### src/rtl/uart_rx_frame_check.sv
// UART receive frame checker: turns a stream of already-sampled line bits into
// data words, checking parity and stop bits for every frame.
// Optional macro FRAME_ERR_CNT_EN adds a saturating count of bad frames
// (err_clr / err_count ports).
module uart_rx_frame_check #(
    parameter int DATA_WIDTH = 8,
    parameter int CNT_WIDTH  = 8
) (
    input  logic                  clk,
    input  logic                  rst,
    input  logic                  bit_valid,
    input  logic                  sampled_bit,
    input  logic                  par_en,
    input  logic                  par_type,
    input  logic                  stop_two,
`ifdef FRAME_ERR_CNT_EN
    input  logic                  err_clr,
    output logic [CNT_WIDTH-1:0]  err_count,
`endif
    output logic [DATA_WIDTH-1:0] data_out,
    output logic                  data_valid,
    output logic                  par_error,
    output logic                  stop_error,
    output logic                  busy
);

    typedef enum logic [2:0] {
        IDLE,
        DATA,
        PARITY,
        STOP1,
        STOP2
    } state_t;

    state_t                  state, state_next;
    logic [DATA_WIDTH-1:0]   shift_reg, shift_next;
    logic [3:0]              bit_cnt, bit_cnt_next;
    logic                    par_flag, par_flag_next;
    logic                    stop_flag, stop_flag_next;
    logic                    cfg_par_en, cfg_par_en_next;
    logic                    cfg_par_type, cfg_par_type_next;
    logic                    cfg_stop_two, cfg_stop_two_next;
    logic                    frame_end;

    // Out-of-range widths elaborate this empty marker block so they are easy to spot.
    if (DATA_WIDTH < 5 || DATA_WIDTH > 9 || CNT_WIDTH < 1) begin : g_illegal_params
    end

    assign busy = (state != IDLE);

    // State register.
    always_ff @(posedge clk) begin
        if (rst) begin
            state <= IDLE;
        end else begin
            state <= state_next;
        end
    end

    // Next-state and frame bookkeeping; nothing moves unless a sampled bit arrives.
    always_comb begin
        state_next        = state;
        shift_next        = shift_reg;
        bit_cnt_next      = bit_cnt;
        par_flag_next     = par_flag;
        stop_flag_next    = stop_flag;
        cfg_par_en_next   = cfg_par_en;
        cfg_par_type_next = cfg_par_type;
        cfg_stop_two_next = cfg_stop_two;
        frame_end         = 1'b0;
        if (bit_valid) begin
            case (state)
                IDLE: begin
                    if (!sampled_bit) begin
                        state_next        = DATA;
                        bit_cnt_next      = '0;
                        par_flag_next     = 1'b0;
                        stop_flag_next    = 1'b0;
                        cfg_par_en_next   = par_en;
                        cfg_par_type_next = par_type;
                        cfg_stop_two_next = stop_two;
                    end
                end
                DATA: begin
                    shift_next = {sampled_bit, shift_reg[DATA_WIDTH-1:1]};
                    if (bit_cnt == 4'(DATA_WIDTH - 1)) begin
                        bit_cnt_next = '0;
                        state_next   = cfg_par_en ? PARITY : STOP1;
                    end else begin
                        bit_cnt_next = bit_cnt + 4'd1;
                    end
                end
                PARITY: begin
                    if (sampled_bit != ((^shift_reg) ^ cfg_par_type)) begin
                        par_flag_next = 1'b1;
                    end
                    state_next = STOP1;
                end
                STOP1: begin
                    if (!sampled_bit) begin
                        stop_flag_next = 1'b1;
                    end
                    if (cfg_stop_two) begin
                        state_next = STOP2;
                    end else begin
                        state_next = IDLE;
                        frame_end  = 1'b1;
                    end
                end
                STOP2: begin
                    if (!sampled_bit) begin
                        stop_flag_next = 1'b1;
                    end
                    state_next = IDLE;
                    frame_end  = 1'b1;
                end
                default: begin
                    state_next = IDLE;
                end
            endcase
        end
    end

    // Datapath registers and the one-cycle result pulses issued after each frame.
    always_ff @(posedge clk) begin
        if (rst) begin
            shift_reg    <= '0;
            bit_cnt      <= '0;
            par_flag     <= 1'b0;
            stop_flag    <= 1'b0;
            cfg_par_en   <= 1'b0;
            cfg_par_type <= 1'b0;
            cfg_stop_two <= 1'b0;
            data_out     <= '0;
            data_valid   <= 1'b0;
            par_error    <= 1'b0;
            stop_error   <= 1'b0;
        end else begin
            shift_reg    <= shift_next;
            bit_cnt      <= bit_cnt_next;
            par_flag     <= par_flag_next;
            stop_flag    <= stop_flag_next;
            cfg_par_en   <= cfg_par_en_next;
            cfg_par_type <= cfg_par_type_next;
            cfg_stop_two <= cfg_stop_two_next;
            data_valid   <= frame_end && !par_flag_next && !stop_flag_next;
            par_error    <= frame_end && par_flag_next;
            stop_error   <= frame_end && stop_flag_next;
            if (frame_end) begin
                data_out <= shift_reg;
            end
        end
    end

`ifdef FRAME_ERR_CNT_EN
    // Saturating bad-frame counter; a clear wins over a simultaneous increment.
    always_ff @(posedge clk) begin
        if (rst) begin
            err_count <= '0;
        end else if (err_clr) begin
            err_count <= '0;
        end else if (frame_end && (par_flag_next || stop_flag_next) && (err_count != '1)) begin
            err_count <= err_count + 1'b1;
        end
    end
`endif

endmodule

### config.mk
export PLATFORM = sky130hd
export DESIGN_NAME = uart_rx_frame_check
export DESIGN_NICKNAME = d
export VERILOG_FILES = /design/src/rtl/uart_rx_frame_check.sv
export SDC_FILE = /design/constraint.sdc
export NUM_CORES = 1
export LEC_CHECK = 0
export CAP_MARGIN = 0
export CORE_UTILIZATION = 57
export DETAILED_ROUTE_END_ITERATION = 8
export PLACE_DENSITY = 0.82
export SYNTH_ARGS = -nofsm -noshare
export SYNTH_HDL_FRONTEND = slang
export SYNTH_SLANG_ARGS = --single-unit
### constraint.sdc
create_clock -name clk -period 3.7 [get_ports clk]
set_clock_uncertainty 0.15 [all_clocks]
set_input_delay 0.37 -clock clk [delete_from_list [all_inputs] [get_ports clk]]
set_output_delay 0.37 -clock clk [all_outputs]
set_load 0.005 [all_outputs]
==> flow_summary.ini <==
[layout]
layout.cells.non_filler = 200
area_delta_synth_final_pct = 18.1
num-fill-cells = 184
multiInputGateArea_um2 = 719
layout.nets = 179
n_antenna_cell = 0
layout-drive-gt1-share = 0.0872
register_area_um2 = 621

[drt]
via_count = 1114
drc = 0
drtIter0Drc = 21
wl_per_cell_um = 13.1
vias_per_cell = 5.57
dr.pass1.iters = 4
postRouteAntennaNets = 0
drt_wl_total_um = 2610

[global_route]
track_usage = 0.233
grt_remaining_overflow = 0
grt_pass1_wl_um = 4400
grt_start_max_net_pins = 33
grt_pass1_vias = 1032
antenna_found_initial = 0

[floorplanning]
dieArea_mm2 = 0.00265
die_x_um = 51.4
core_area_mm2 = 0.00225
rows = 17
die_y_um = 51.4
initial_core_util = 0.618
ios = 19

[timing]
worst_pin_slew_ns = 1.09
maxSlewViolCount = 0
setup_viol = 0
finalHoldViolations = 0
fin_ws_ns = 1.47
fmax_ghz = 0.448
rsz0062_at_grt = false
fin_crit_ns = 2.23
slew_headroom = 0.274
timing.hold.ws_ns = 0.329
min_period_over_period = 0.603
finalSetupTns_ns = 0

[setup_path]
worstPathRequired_ns = 3.72
r2r_setup_slack_ns = 1.47
r2r-start = state[2]
path_class = reg2reg
crit_path_end_kind = flip-flop
cp_slowest_stage_delay_ns = 0.80
critical_path_peak_fanout = 11
reg2reg_to = data_out[1]
critPathLaunchType = flip-flop
critPathArrivalTime_ns = 2.25
slowest_stage = o21ai_1
reg2reg_depth = 4
crit_chain = and4bb_2, o21ai_1, mux2i_1, nor2_1

[synth]
yosys_warnings = 0
yosys.area.top_type = dfxtp_1
netlist_area_mm2 = 0.00139
seq_area_frac_synth = 0.446
yosys.area.top_type_share = 0.446
async_flop_share = 0
synth-edff-count = 0
ys_ff_latch = 31
synth_cells = 155
synth_nets = 163
synthTopCellsByArea = dfxtp_1 (45%), mux2i_1 (8.6%), nand2_1 (5.9%), a21oi_1 (5.0%), nor2_1 (4.3%)
post_synth.cell_area_avg_um2 = 8.98
synth_top_flop_cell = dfxtp_1
ys_types = 43

[cts]
clock_latency_ns = 0.32
post-cts-setup-buffers = 0
ctsHoldBuffers = 0
clock-sinks = 31
cts_tree = yes
cts_inserted_buffers = 5
cts.repair.resized = 0
clock_tree.root_cell = clkbuf_4
ctsHtreeMaxLevel = 2
clkTransAtPathRegs_ns = 0.10
cts_buffer_depth = 2

[place]
hpwl_um = 1860
pre_cts_ws_ns = 1.44
dp.cells = 192
numPortBuffers = 18
place_congestion = 0.726

[worst_hold_path]
worstHoldStart = bit_cnt[1]
min_path_type = reg2reg
hold_depth = 2
holdPathEnd = bit_cnt[1]

[power_and_ir_drop]
p_leak_nw = 0.688
finalPower_uw = 702
ir_worst_vdd_v = 0.000491
power_density_mw_per_mm2 = 426

[run_status]
status = complete, no violations

[run]
maxCapViolations = 0
[per-layer routing]
layer,vias up,part of all wire,global-route usage
met1,523,0.47,0.279
li1,560,-,-
met3,6,0.033,0.0893
met4,0,0.021,0.113
met2,25,0.47,0.364
met5,-,0,0
[synthesized netlist by cell type, types with 3 or more instances]
| cell | count |
|---|---|
| dfxtp_1 | 31 |
| nand2_1 | 22 |
| nor2_1 | 16 |
| a21oi_1 | 14 |
| mux2i_1 | 12 |
| clkbuf_1 | 4 |
| nand3_1 | 4 |
| xnor2_1 | 4 |
| buf_2 | 3 |
| o21ai_0 | 3 |
[worst max-delay path by stage]
| stage | startpoint | end | depth (start not counted) |
|---|---|---|---|
| finish | state[2] | data_out[1] | 4 |
| global route | state[2] | data_out[7] | 4 |
| CTS | state[2] | data_out[1] | 4 |
| detailed placement | bit_valid | data_out[1] | 4 |
| global placement | bit_valid | data_out[7] | 4 |
| floorplan | state[1] | state[2] | 5 |
[worst max-delay path, delay by kind of cell (launching register included)]
| family | cells | cell delay, ns |
|---|---|---|
| simple gates | 2 | 0.35 |
| mux | 1 | 0.27 |
| flops | 1 | 0.52 |
| compound gates | 1 | 0.80 |
[area by class of cell]
class                   instances  area share
clock buffers                   6      0.0312
inverters                       1     0.00228
clock inverters                 2      0.0213
flip-flops and latches         31       0.377
multi-input cells             114       0.437
well taps                      28      0.0213
repair buffers                 18       0.110
[placed cells by master (no fill, tap or decap), types with 3 or more instances in the layout]
cell	n
dfxtp_1	31
nand2_1	22
clkdlybuf4s50_1	18
nor2_1	16
a21oi_1	14
mux2i_1	12
clkbuf_4	5
nand3_1	4
xnor2_1	4
o21ai_0	3
[logic make-up after synthesis]
kind of cell / after synthesis / share of synthesized area
flops: 31 / 0.446
mux: 12 / 0.0863
compound gates: 23 / 0.0943
fa+ha+maj: 1 / 0.00898
xor+xnor: 7 / 0.0539
buf+inv: 10 / 0.0377
simple gates: 71 / 0.273
[power by group]
part / switching [mW] / internal, mW / total [mW]
Clock: 0.117 / 0.160 / 0.277
Combinational: 0.0366 / 0.0352 / 0.0719
Sequential: 0.0120 / 0.341 / 0.353
[per-stage QoR]
stage                     instance area, µm²  utilization
final                                   1650        0.730
after global routing                    1650        0.730
after CTS                               1650        0.730
after detailed placement                1560        0.691
after global placement                  1560        0.691
after floorplan                         1390            -
(Power assumes the default switching activity.)
